<file path="config.mk">
export PLATFORM = sky130hd
export DESIGN_NAME = reg_read_ctrl
export DESIGN_NICKNAME = d
export VERILOG_FILES = /design/src/rtl/reg_read_pkg.sv /design/src/rtl/rr_arbiter_2.sv /design/src/rtl/reg_read_ctrl.sv
export SDC_FILE = /design/constraint.sdc
export NUM_CORES = 1
export LEC_CHECK = 0
export BUFFER_PORTS_ARGS = -buffer_cell sky130_fd_sc_hd__buf_2
export CORE_UTILIZATION = 40
export CTS_CLUSTER_SIZE = 16
export DETAILED_ROUTE_END_ITERATION = 10
export GPL_ROUTABILITY_DRIVEN = 0
export GPL_TIMING_DRIVEN = 0
export PLACE_DENSITY = 0.82
export SLEW_MARGIN = 20
export SYNTH_ARGS = -nofsm -noshare
export SYNTH_HDL_FRONTEND = slang
export SYNTH_SLANG_ARGS = --single-unit
</file>
<file path="constraint.sdc">
create_clock -name clk -period 3.9 [get_ports clk]
set_input_delay 0 -clock clk [delete_from_list [all_inputs] [get_ports clk]]
set_output_delay 0 -clock clk [all_outputs]
set_load 0.005 [all_outputs]
</file>
<file path="src/rtl/reg_read_pkg.sv">
// Shared types and constants for the register-bank read controller.
package reg_read_pkg;

  typedef enum logic [1:0] {
    IDLE = 2'd0,
    SEL  = 2'd1,
    RESP = 2'd2
  } state_t;

  localparam logic PORT_A = 1'b0;
  localparam logic PORT_B = 1'b1;

  localparam int DEF_WIDTH = 10;

endpackage

</file>
<file path="src/rtl/rr_arbiter_2.sv">
// Two-port round-robin arbiter; the priority pointer flips away from each winner.
module rr_arbiter_2
  import reg_read_pkg::*;
(
  input  logic clk,
  input  logic rst,
  input  logic req_a,
  input  logic req_b,
  input  logic en,
  output logic gnt_a,
  output logic gnt_b,
  output logic winner
);

  // Port currently preferred when both request.
  logic ptr;

  // A lone requester always wins; on contention the pointer decides.
  always_comb begin
    gnt_a  = en & req_a & (~req_b | (ptr == PORT_A));
    gnt_b  = en & req_b & (~req_a | (ptr == PORT_B));
    winner = gnt_b ? PORT_B : PORT_A;
  end

  // After any grant, prefer the port that did not just win.
  always_ff @(posedge clk or negedge rst) begin
    if (!rst) begin
      ptr <= PORT_A;
    end else if (gnt_a | gnt_b) begin
      ptr <= (winner == PORT_A) ? PORT_B : PORT_A;
    end
  end

endmodule

</file>
<file path="src/rtl/reg_read_ctrl.sv">
// Read-side controller for a bank of registers: arbitrates two read clients,
// selects the addressed register, and returns its word on a valid/ready channel.
module reg_read_ctrl
  import reg_read_pkg::*;
#(
  parameter int NREG  = 8,
  parameter int WIDTH = DEF_WIDTH,
  parameter int AW    = 3
) (
  input  logic                  clk,
  input  logic                  rst,
  input  logic                  a_req,
  input  logic [AW-1:0]         a_addr,
  output logic                  a_gnt,
  input  logic                  b_req,
  input  logic [AW-1:0]         b_addr,
  output logic                  b_gnt,
  input  logic [NREG*WIDTH-1:0] reg_data,
  output logic [NREG-1:0]       chosen,
  output logic                  rsp_valid,
  input  logic                  rsp_ready,
  output logic                  rsp_port,
  output logic [WIDTH-1:0]      rsp_data,
  output logic                  err
);

  // Extra bit so the range check also works when NREG == 2**AW.
  localparam logic [AW:0] NREG_W = (AW+1)'(NREG);

  state_t           state;
  logic [AW-1:0]    addr_reg;
  logic             port_reg;
  logic [WIDTH-1:0] rsp_data_reg;
  logic             err_reg;
  logic             rsp_valid_reg;

  logic             arb_en;
  logic             winner;
  logic             in_range;
  logic [WIDTH-1:0] sel_data;

  // Grants only in IDLE, and never while reset is held.
  assign arb_en = (state == IDLE) & rst;

  rr_arbiter_2 u_arb (
    .clk    (clk),
    .rst    (rst),
    .req_a  (a_req),
    .req_b  (b_req),
    .en     (arb_en),
    .gnt_a  (a_gnt),
    .gnt_b  (b_gnt),
    .winner (winner)
  );

  assign in_range = ({1'b0, addr_reg} < NREG_W);

  // One-hot select into the bank, driven only during SEL.
  genvar gi;
  generate
    for (gi = 0; gi < NREG; gi++) begin : g_chosen
      assign chosen[gi] = (state == SEL) && (addr_reg == AW'(gi));
    end
  endgenerate

  // Pick the addressed slice; out-of-range addresses fall through to zero.
  always_comb begin
    sel_data = '0;
    for (int i = 0; i < NREG; i++) begin
      if (addr_reg == AW'(i)) begin
        sel_data = reg_data[i*WIDTH +: WIDTH];
      end
    end
  end

  // Main FSM: latch the winner in IDLE, capture data in SEL, hold in RESP.
  always_ff @(posedge clk or negedge rst) begin
    if (!rst) begin
      state         <= IDLE;
      addr_reg      <= '0;
      port_reg      <= PORT_A;
      rsp_data_reg  <= '0;
      err_reg       <= 1'b0;
      rsp_valid_reg <= 1'b0;
    end else begin
      case (state)
        IDLE: begin
          if (a_gnt | b_gnt) begin
            addr_reg <= (winner == PORT_B) ? b_addr : a_addr;
            port_reg <= winner;
            state    <= SEL;
          end
        end
        SEL: begin
          // Bank registers update on this same edge, so the pre-write value is taken.
          rsp_data_reg  <= in_range ? sel_data : '0;
          err_reg       <= ~in_range;
          rsp_valid_reg <= 1'b1;
          state         <= RESP;
        end
        RESP: begin
          if (rsp_ready) begin
            rsp_valid_reg <= 1'b0;
            state         <= IDLE;
          end
        end
        default: state <= IDLE;
      endcase
    end
  end

  assign rsp_valid = rsp_valid_reg;
  assign rsp_data  = rsp_data_reg;
  assign rsp_port  = port_reg;
  assign err       = err_reg;

endmodule

</file>
# Yosys cells after proc, flatten, opt, wreduce, memory -nomap -nowiden
# Cells that the tools add are included.
[op_classes]
eq_ne = 11
n_mux = 16
bitwise = 11
n_reduce_logical = 14
[ops]
columns = ["op", "n"]
rows = [
  ["two-way mux 10 bit", 8],
  ["== test 3 bit, second input constant", 4],
  ["logical AND 1 bit", 8],
  ["== test 3 x 2 -> 1 bit, second input constant", 2],
  ["case mux 2 bit (3 select lines)", 1],
  ["AND reduction 2 bit", 3],
  ["AND 1 bit", 5],
  ["two-way mux 2 bit", 2],
  ["== test 3 x 1 -> 1 bit, second input constant", 1],
  ["zero test 3 bit", 1],
  ["two-way mux 1 bit", 3],
  ["two-way mux 3 bit", 1],
  ["inverter 1 bit", 3],
  ["bitwise OR 1 bit", 3],
  ["== test 2 x 1 -> 1 bit, second input constant", 1],
  ["== test 2 bit, second input constant", 1],
  ["zero test 2 bit", 1],
  ["!= test 2 x 1 -> 1 bit, second input constant", 1],
  ["!= test 2 bit, second input constant", 1],
  ["case mux 1 bit (2 select lines)", 1],
  ["nonzero test 2 bit", 1],
]
[word_totals]
regBits = 18
input_bits = 91
output_inout_bits = 23
elab_cells = 58

# Depth between registers and ports, before layout
[depth]
ltp_word = 9
ltp_mapped = 6
ltp_nobuf = 4

# Cells and area by module
# From an unflattened synthesis, not the netlist that was laid out.
[unflattened]
cells_unflattened = 195
area_unflattened_um2 = 1645.3
[by_module_without_submodules]
columns = ["mod", "n_inst", "cells_per_inst", "area_each_um2", "seq_area_each_um2"]
rows = [
  ["reg_read_ctrl", 1, 186, 1576.5, 425.4],
  ["rr_arbiter_2", 1, 9, 68.8, 25.0],
]

# Worst setup path before layout
# OpenSTA, ideal clock, no wires.
[synth_timing]
path_type = "register -> register"
start = "register addr_reg[0]"
end = "register rsp_data_reg[9], in the netlist rsp_data[9]"
setup_time_ps = 95
t_arrival_ps = 1273
required_time_ps = 3805
path_slack_ps = 2531
path_stages_with_launch = 7
n_path_buf = 2
period_less_slack_ps = 1369
path_cell_list = "dfrtp_1 -> buf_6 -> or2_4 -> buf_6 -> o22ai_1 -> a211oi_1 -> o31ai_1"
[synth_via]
elab_chain_cells = 9
elab_cells_between_ends = 16
cone_classes = "eq/ne (7); mux (8); reduce/logical (1)"
[synth_rtl]
columns = ["item", "line", "source"]
rows = [
  ["start: declaration", "reg_read_ctrl.sv:31", "logic [AW-1:0] addr_reg;"],
  ["start signal: assignment", "reg_read_ctrl.sv:89", "addr_reg <= (winner == PORT_B) ? b_addr : a_addr;"],
  ["zero test 3 bit", "reg_read_ctrl.sv:70", "if (addr_reg == AW'(i)) begin"],
  ["two-way mux 10 bit (7 in series)", "reg_read_ctrl.sv:70", ""],
  ["two-way mux 10 bit (*)", "reg_read_ctrl.sv:70", ""],
  ["end signal: assignment", "reg_read_ctrl.sv:96", "rsp_data_reg <= in_range ? sel_data : '0;"],
  ["end: declaration", "reg_read_ctrl.sv:33", "logic [WIDTH-1:0] rsp_data_reg;"],
]
# Every way passes the cells marked *; elsewhere a longest branch is shown, timed or not.
# A chain may end at the register's enable or synchronous reset.

# Final worst setup path
[layout_timing]
start = "input port rst"
end = "output port b_gnt"
[layout_via]
elab_chain_cells = 3
[layout_rtl]
columns = ["item", "line", "source"]
rows = [
  ["start: declaration", "reg_read_ctrl.sv:11", "input logic rst,"],
  ["AND 1 bit", "reg_read_ctrl.sv:43", "assign arb_en = (state == IDLE) & rst;"],
  ["AND 1 bit (2 in series)", "rr_arbiter_2.sv:21", "gnt_b = en & req_b & (~req_a | (ptr == PORT_B));"],
  ["end: declaration", "reg_read_ctrl.sv:17", "output logic b_gnt,"],
]
# No other way between the ends.

==> results.py <==
metrics = {
    "floorplan": {
        "pin_count": 114,
        "die-area_um2": 3990,
        "dieHeight_um": 63.2,
        "core_area_um2": 3470,
        "start_util_pct": 43.2,
        "rows": 21,
        "die_x_um": 63.2,
    },
    "placed_design": {
        "dpl.hpwl_um": 3720,
        "portBuffers": 112,
        "pre_cts_slack_ns": 2.34,
        "placed_area_um2": 2120,
        "place_inst": 335,
    },
    "clock_tree": {
        "hold_buffers": 5,
        "cts-root-buf": "clkbuf_8",
        "clockBufferDepth": 2,
        "cts_resized": 0,
        "path_clk_slew_ns": 0.07,
        "clk_latency_ns": 0.25,
        "cts_buffers": 3,
        "cts_max_level": 1,
        "postCtsSetupBuffers": 0,
        "clkSinkCount": 18,
        "cts_tree": "done",
    },
    "finish": {
        "diodes": 0,
        "final_util_pct": 64.0,
        "num-fill-cells": 337,
        "nets": 390,
        "stdcell_area_um2": 2220,
        "area_growth_pct": 48.3,
        "largest_reg_flops": 10,
        "layout-drive-gt1-share_pct": 45.6,
        "stdcell_count": 344,
    },
    "critical_path": {
        "cp_common_cell": "buf_2",
        "critPathMaxFanout": 19,
        "critPathRequiredTime_ns": 3.90,
        "crit_path_end_kind": "output pin",
        "worst-setup-path-type": "in -> out",
        "slowest_delay_ns": 0.52,
        "slowest_stage": "dlygate4sd3_1",
        "critical_path.cell_chain": "dlygate4sd3_1 > buf_2 > nor3b_1 > nand3_1 > inv_1 > buf_2",
        "worstPathArrival_ns": 1.77,
        "start_kind": "input pin",
    },
    "timing": {
        "period_needed_ns": 1.77,
        "drv_slew": 0,
        "fin_hold_ws_ns": 0.0180,
        "rsz0062_at_grt": "no",
        "layout_setup_ws_ns": 2.13,
        "fmaxAchievable_ghz": 0.564,
        "setup-violations-final": 0,
        "finalCritPeriodShare_pct": 45.4,
        "slew_headroom_pct": 65.5,
        "fin_skew_ns": 0.00320,
        "fin_tns_setup_ns": 0,
        "worst_slew_pin_slew_ns": 0.514,
        "hold_violations": 0,
    },
    "detailed_routing": {
        "route.met3.wl_um": 380,
        "via_count": 1777,
        "drt_iter0_drc": 126,
        "drt-pass1-iter-count": 4,
        "drt-met1-wl_um": 2110,
        "postRouteAntennaNets": 0,
        "avgViaCountPerCell": 5.17,
        "wl_per_cell_um": 14.3,
        "route.met2.wl_um": 2420,
        "drt-total-wl_um": 4930,
        "remaining_drc_errors": 0,
        "top_layer_used": "met4",
    },
    "yosys": {
        "ys_warn_count": 0,
        "syn_nets": 268,
        "ys_ff_latch": 18,
        "synth_edf_count": 0,
        "synth_cell_types": 23,
        "synth.area.top_cells": "dfrtp_1, mux2i_1, o22ai_1, mux2_2, a21oi_1",
        "netlist_instances": 177,
        "synth_common_cells": "mux2i_1, dfrtp_1, nand2_1, o22ai_1, a21oi_1",
        "synth_area_leader_cell": "dfrtp_1",
        "syn-cell-area_um2": 1500,
        "synth-async-reset-ratio_pct": 100,
        "synth_ff_type": "dfrtp_1",
        "syn_avg_cell_area_um2": 8.46,
        "yosysMostFrequentCell": "mux2i_1",
        "yosysSeqAreaShare_pct": 30.1,
        "synth_top_area_share_pct": 30.1,
    },
    "pwr": {
        "power_frac_comb_pct": 66.5,
        "p_switching_mw": 0.634,
        "p_clk_share_pct": 10.7,
        "finalPower_mw": 1.44,
        "internal_power_mw": 0.801,
        "p_leak_nw": 1.23,
        "irDropWorstVdd_v": 0.000372,
        "p_seq_share_pct": 22.8,
        "power.density_nw_per_um2": 646,
        "p_sw_share_pct": 44.2,
    },
    "status": {
        "status": "finished clean",
    },
    "global_route": {
        "overflow": 0,
        "grt_pass1_vias": 1652,
        "grt_max_degree": 20,
        "antenna_found_initial": 0,
        "grtUsageTotal_pct": 24.4,
        "grt_pass1_wl_um": 7670,
    },
    "worst_hold_path": {
        "hold_path_class": "in -> reg",
    },
    "flow_run": {
        "max-cap-violations": 0,
    },
}
[worst paths after layout]
kind	from	end	slack (ns)	cells after the start
min in group asynchronous	rst	rsp_data[0]	0.21	2
worst max-delay path	rst	b_gnt	2.13	6
worst min register to register	rsp_data[1]	rsp_data[1]	0.49	2
max in group asynchronous	rst	addr_reg[0]	3.39	2
worst min-delay path	b_addr[1]	addr_reg[1]	0.02	3
worst max register to register	addr_reg[0]	rsp_data[7]	2.32	6
[critical path, delay by kind of cell]
| family | cells | cell delay (ns) |
|---|---|---|
| buffers and inverters | 4 | 1.13 |
| and+or+nand+nor | 2 | 0.64 |
[final cells by class]
class | count | area, um2 | share of cell area [%]
buffer | 15 | 97.6 | 4.39
multi-input combinational | 140 | 935 | 42.1
clock buffer | 4 | 55.1 | 2.48
tap | 46 | 57.6 | 2.59
timing repair buffer | 117 | 611 | 27.5
sequential | 18 | 450 | 20.3
inverter | 4 | 15.0 | 0.676
[per-layer routing]
metal	vias up	GRT usage [%]
li1	892	-
met1	799	32.5
met2	82	41.3
met3	4	4.53
met4	0	4.26
met5	-	0
[power by group through the flow]
stage / registers [mW] / logic, mW / clock network [mW]
floorplan: 0.328 / 0.669 / 0
global placement: 0.326 / 0.925 / 0
CTS: 0.325 / 0.950 / 0.157
global route: 0.338 / 1.06 / 0.163
finish: 0.327 / 0.955 / 0.154
detailed placement: 0.327 / 0.946 / 0
[logic make-up after synthesis]
group | share of synthesized area (%)
compound gates | 22.8
simple gates | 14.0
mux | 25.3
buf+inv | 7.52
flops | 30.1
other cells | 0.250
[layout by cell type, fill, tap and decap left out, types with 4 or more instances in the layout]
cell	Yosys	layout
nor3_1	6	6
a21oi_1	15	15
nand2b_1	6	6
dfrtp_1	18	18
dlygate4sd3_1	0	5
inv_1	4	4
mux2i_1	30	30
o21ai_0	8	8
o31ai_1	10	10
nand2_1	17	17
nor2_1	12	12
mux2_2	7	7
o22ai_1	17	17
clkbuf_8	0	4
buf_2	6	118
(Power assumes the default switching activity.)
